==> src/rtl/batch_mult_engine.sv <==
// Memory-mapped batch multiplier: loads operand pairs big-endian from byte memory,
// multiplies by radix-2 shift-add on magnitudes, and stores the products MSB first.
module batch_mult_engine #(
    parameter int OP_BYTES  = 2,
    parameter int NUM_PAIRS = 16,
    parameter int SRC_BASE  = 0,
    parameter int DST_BASE  = 64,
    parameter int ADDR_W    = 8
) (
    input  logic              clk,
    input  logic              rst_n,
    input  logic              start,
    input  logic              signed_mode,
    output logic [ADDR_W-1:0] mem_addr,
    input  logic [7:0]        mem_rdata,
    output logic              mem_wr_en,
    output logic [7:0]        mem_wdata,
    output logic              busy,
    output logic              done
);
    localparam int W     = 8 * OP_BYTES;
    localparam int NB    = 2 * OP_BYTES;
    localparam int CNT_W = $clog2(W) + 1;
    localparam int J_W   = $clog2(NUM_PAIRS + 1);

    typedef enum logic [2:0] {S_IDLE, S_LOAD, S_MUL, S_STORE, S_NEXT, S_DONE} state_t;

    state_t           state, state_next;
    logic [J_W-1:0]   j;
    logic [CNT_W-1:0] cnt;
    logic [2*W-9:0]   ab_sh;
    logic [2*W-1:0]   ab_next;
    logic [W-1:0]     a_mag;
    logic [2*W:0]     acc, acc_step;
    logic [W:0]       sum;
    logic [2*W-1:0]   prod;
    logic             neg, smode;
    logic [31:0]      offset;

    function automatic logic [W-1:0] mag(input logic [W-1:0] v, input logic s);
        return (s && v[W-1]) ? -v : v;
    endfunction

    always_ff @(posedge clk or negedge rst_n) begin
        if (!rst_n) state <= S_IDLE;
        else        state <= state_next;
    end

    // Any start=1 while a run is active aborts straight back to IDLE.
    always_comb begin
        state_next = state;
        case (state)
            S_IDLE:  if (!start) state_next = S_LOAD;
            S_LOAD:  if (start) state_next = S_IDLE;
                     else if (cnt == CNT_W'(NB - 1)) state_next = S_MUL;
            S_MUL:   if (start) state_next = S_IDLE;
                     else if (cnt == CNT_W'(W - 1)) state_next = S_STORE;
            S_STORE: if (start) state_next = S_IDLE;
                     else if (cnt == CNT_W'(NB - 1)) state_next = S_NEXT;
            S_NEXT:  if (start) state_next = S_IDLE;
                     else if (j == J_W'(NUM_PAIRS - 1)) state_next = S_DONE;
                     else state_next = S_LOAD;
            S_DONE:  if (start) state_next = S_IDLE;
            default: state_next = S_IDLE;
        endcase
    end

    // acc = {upper W+1 bits, multiplier bits}; add then shift right each step.
    always_comb begin
        ab_next  = {ab_sh, mem_rdata};
        sum      = acc[2*W:W] + (acc[0] ? {1'b0, a_mag} : '0);
        acc_step = {1'b0, sum, acc[W-1:1]};
        offset   = 32'(j) * 32'(NB) + 32'(cnt);
    end

    always_ff @(posedge clk or negedge rst_n) begin
        if (!rst_n) begin
            j     <= '0;
            cnt   <= '0;
            ab_sh <= '0;
            a_mag <= '0;
            acc   <= '0;
            prod  <= '0;
            neg   <= 1'b0;
            smode <= 1'b0;
        end else begin
            if (state_next == state && state != S_IDLE && state != S_DONE)
                cnt <= cnt + CNT_W'(1);
            else
                cnt <= '0;
            case (state)
                S_IDLE: if (!start) begin
                    smode <= signed_mode;
                    j     <= '0;
                end
                S_LOAD: begin
                    ab_sh <= ab_next[2*W-9:0];
                    if (cnt == CNT_W'(NB - 1)) begin
                        a_mag <= mag(ab_next[2*W-1:W], smode);
                        acc   <= {{(W+1){1'b0}}, mag(ab_next[W-1:0], smode)};
                        neg   <= smode & (ab_next[2*W-1] ^ ab_next[W-1]);
                    end
                end
                S_MUL: begin
                    acc <= acc_step;
                    if (cnt == CNT_W'(W - 1))
                        prod <= neg ? -acc_step[2*W-1:0] : acc_step[2*W-1:0];
                end
                S_STORE: prod <= prod << 8;
                S_NEXT:  j <= j + J_W'(1);
                default: ;
            endcase
        end
    end

    always_comb begin
        mem_addr  = '0;
        mem_wdata = '0;
        mem_wr_en = 1'b0;
        busy      = (state != S_IDLE) && (state != S_DONE);
        done      = (state == S_DONE);
        case (state)
            S_LOAD:  mem_addr = ADDR_W'(32'(SRC_BASE) + offset);
            S_STORE: begin
                mem_addr  = ADDR_W'(32'(DST_BASE) + offset);
                mem_wdata = prod[2*W-1 -: 8];
                mem_wr_en = !start;
            end
            default: ;
        endcase
    end
endmodule

==> config.mk <==
export PLATFORM = sky130hd
export DESIGN_NAME = batch_mult_engine
export DESIGN_NICKNAME = d
export VERILOG_FILES = /design/src/rtl/batch_mult_engine.sv
export SDC_FILE = /design/constraint.sdc
export NUM_CORES = 1
export LEC_CHECK = 0
export BUFFER_PORTS_ARGS = -buffer_cell sky130_fd_sc_hd__buf_2
export CORE_ASPECT_RATIO = 1.4
export CORE_MARGIN = 2
export CORE_UTILIZATION = 56
export CTS_BUF_LIST = sky130_fd_sc_hd__clkbuf_8
export CTS_CLUSTER_DIAMETER = 150
export CTS_CLUSTER_SIZE = 8
export DETAILED_ROUTE_END_ITERATION = 12
export PLACE_DENSITY_LB_ADDON = 0.08
export SLEW_MARGIN = 10
export SYNTH_ARGS = -nofsm -noshare
export SYNTH_HDL_FRONTEND = slang
export SYNTH_SLANG_ARGS = --single-unit
==> constraint.sdc <==
create_clock -name clk -period 10.78 [get_ports clk]
set_input_delay 2.156 -clock clk [delete_from_list [all_inputs] [get_ports clk]]
set_output_delay 2.156 -clock clk [all_outputs]
set_load 0.1 [all_outputs]
==> flow_summary.ini <==
[sta]
count_of_final_hold_check_violations = 0
timing_worst_slew_pin_value_ns = 1.09
rsz_0062_raised_after_global_routing = false
final_period_minus_worst_setup_slack_ns = 5.02
max_slew_margin_pct = 27.0
finalCritPeriodShare_pct = 46.5
timing.setup.tns_ns = 0
clock-skew-final_ns = 0.00882
max_freq_ghz = 0.199
setup_viol = 0
final_max_slew_viol_count = 0
hold_slack_ns = 0.471

[power_and_ir_drop]
power.leakage_uw = 0.00347
maximum_vdd_drop_v = 0.000109
power.density_nw_per_um2 = 161

[global_route]
wire_length_of_the_first_global_routing_pass_mm = 27.7
antenna_found_initial = 0
grt_pass1_vias = 5718
grt_overflow_total = 0
globalRouteTotalUtil_pct = 25.5
largest_net_degree_at_the_start_of_global_routing = 67

[yosys]
postSynthNetCount = 817
post_synth_edffs = 0
synthSimpleGateAreaFrac_pct = 17.3
postSynthRegisterBits = 119
async_flop_share_pct = 100
post_synth_xor_area_fraction_pct = 8.90
synth_sequential_area_ratio_pct = 41.5
post_synth_num_cell_types = 62
synth.avg_cell_area_um2 = 9.24
mappedNetlistArea_um2 = 7180
synth_mux_area_share_pct = 4.04
synth_adder_area_share_pct = 5.09
synthesized_netlist_cell_count = 777
synth_compound_gate_area_share_pct = 19.9
postSynth.topFlopCell = sky130_fd_sc_hd__dfrtp_1
synthesis.yosys.warnings = 0
main_combinational_cell_family_by_area_after_synthesis = compound AO/OA/AOI/OAI gates

[cells_and_area]
layout-area-overhead-vs-synth_pct = 8.85
layout_cell_share_with_drive_strength_beyond_1_pct = 13.0
stdcell_count = 949
fin_util_pct = 62.9
final_nets = 827
diodes = 0
nFillCells = 1061

[cts]
cts_made_buffers = 17
postCtsSetupBuffers = 0
clk_root_buffer_cell = sky130_fd_sc_hd__clkbuf_8
tritoncts = yes
post_cts.resized_instances = 0
clock_tree.buffer_depth = 2
htree_levels = 4
worst_setup_hold_path_clk_slew_ns = 0.06
clock_insertion_delay_worst_skew_ns = 0.43
hold_buffer_count_at_cts = 0
clock_sink_count = 119

[routing]
total_via_count_after_detailed_routing = 5835
drt_pass1_iterations = 5
drt_first_iter_violations = 292
drt-total-wl_mm = 16.3
drt.antenna.violating_nets = 0
post-route-drc-count = 0
routed_via_density = 6.15
route.detailed.wl_per_inst_um = 17.1

[hold_path]
min_delay_path_depth = 2
min_path_type = reg -> reg

[floorplan]
placement_rows = 48
die_width_um = 99.7
fp.dieH_um = 138
core_area_um2 = 12400
design.die.area_um2 = 13800
design.portCount = 31
start_util_pct = 57.8

[setup_path]
endpoint_kind = output port
worstPathArrival_ns = 2.86
timing.critical_path.fanout_max = 9
r2r.worst_path.cells = 11
critPathRequiredTime_ns = 8.62
worstSetupStartpointType = input port
critPathKind = in -> out

[placed_design]
place.detailed.hpwl_mm = 11.9
gp_congestion = 0.920
dpl.cell_count = 918
io_buffer_count = 30

[status]
run_status = finished, final reports clean

[run]
maxCapViolations = 0
==> cell usage after synthesis, types with 22 or more instances <==
master	n	area share [%]
sky130_fd_sc_hd__dfrtp_1	119	41
sky130_fd_sc_hd__o21ai_0	92	6.4
sky130_fd_sc_hd__nand2_1	75	3.9
sky130_fd_sc_hd__xor2_1	44	5.4
sky130_fd_sc_hd__nor2_1	41	2.1
sky130_fd_sc_hd__nand3_1	39	2.7
sky130_fd_sc_hd__clkbuf_1	38	2.0
sky130_fd_sc_hd__a22oi_1	36	3.8
sky130_fd_sc_hd__xnor2_1	29	3.5
sky130_fd_sc_hd__and2_1	26	2.3
sky130_fd_sc_hd__ha_1	26	4.5
sky130_fd_sc_hd__mux2_2	24	3.8
sky130_fd_sc_hd__a21oi_1	22	1.5
==> placed cells by master (no fill, tap or decap), types with 26 or more instances in the layout <==
master / instances
sky130_fd_sc_hd__dfrtp_1: 119
sky130_fd_sc_hd__o21ai_0: 92
sky130_fd_sc_hd__nand2_1: 74
sky130_fd_sc_hd__xor2_1: 44
sky130_fd_sc_hd__nor2_1: 40
sky130_fd_sc_hd__nand3_1: 39
sky130_fd_sc_hd__a22oi_1: 36
sky130_fd_sc_hd__xnor2_1: 29
sky130_fd_sc_hd__buf_2: 29
sky130_fd_sc_hd__and2_1: 26
sky130_fd_sc_hd__ha_1: 26
==> metal layers <==
metal / vias up / share of wire (%) / track usage [%]
li1: 2825 / - / -
met1: 2830 / 43 / 31.8
met2: 140 / 50 / 42.6
met3: 40 / 3.6 / 4.84
met4: 0 / 3.0 / 12.4
met5: - / 0 / 0
==> where the power goes <==
group          switching, µW  internal, µW  total [µW]
clock network            176           249         425
registers               83.1           502         585
logic                    137           111         248
total                    396           862        1260
==> worst paths after layout <==
check,start,slack (ns),endpoint
worst max-delay path,start,5.76,mem_wr_en
worst min-delay path,a_mag[15],0.47,a_mag[15]
worst max register to register,acc[0],6.78,prod[27]
worst min register to register,a_mag[15],0.47,a_mag[15]
max in group asynchronous,rst_n,7.76,a_mag[7]
min in group asynchronous,rst_n,1.74,j[4]
==> registers in the layout, summed over array words and instances (netlist names) <==
name   count
a_mag     16
ab_sh     24
acc       32
cnt        5
j          5
neg        1
prod      32
smode      1
state      3
==> critical path, stage by stage <==
cell                     delay [ns]
sky130_fd_sc_hd__buf_2         0.15
sky130_fd_sc_hd__nor2_1        0.11
sky130_fd_sc_hd__buf_2         0.44
==> area by class of cell <==
cell class / instances / area, µm² / share of cell area (%)
Multi-Input combinational cell: 594 / 3970 / 50.8
Tap cell: 150 / 188 / 2.40
Timing Repair Buffer: 34 / 183 / 2.34
Sequential cell: 119 / 2980 / 38.1
Inverter: 21 / 78.8 / 1.01
Clock inverter: 10 / 128 / 1.63
Clock buffer: 21 / 289 / 3.70
==> metrics by stage <==
stage          instance area, µm²  setup slack, ns  power [µW]
2_1_floorplan                7180             4.98         764
3_3_place_gp                 7400             5.78         829
3_5_place_dp                 7400             5.76         841
4_1_cts                      7820             5.76        1270
5_1_grt                      7820             5.60        1330
6_report                     7820             5.76        1260
==> kinds of logic after synthesis <==
logic type,after synthesis
mux,26
compound gates,220
flops,119
buf+inv,64
xor+xnor,73
fa+ha+maj,28
simple gates,247
Note: power is estimated with default switching activity, not from simulation.
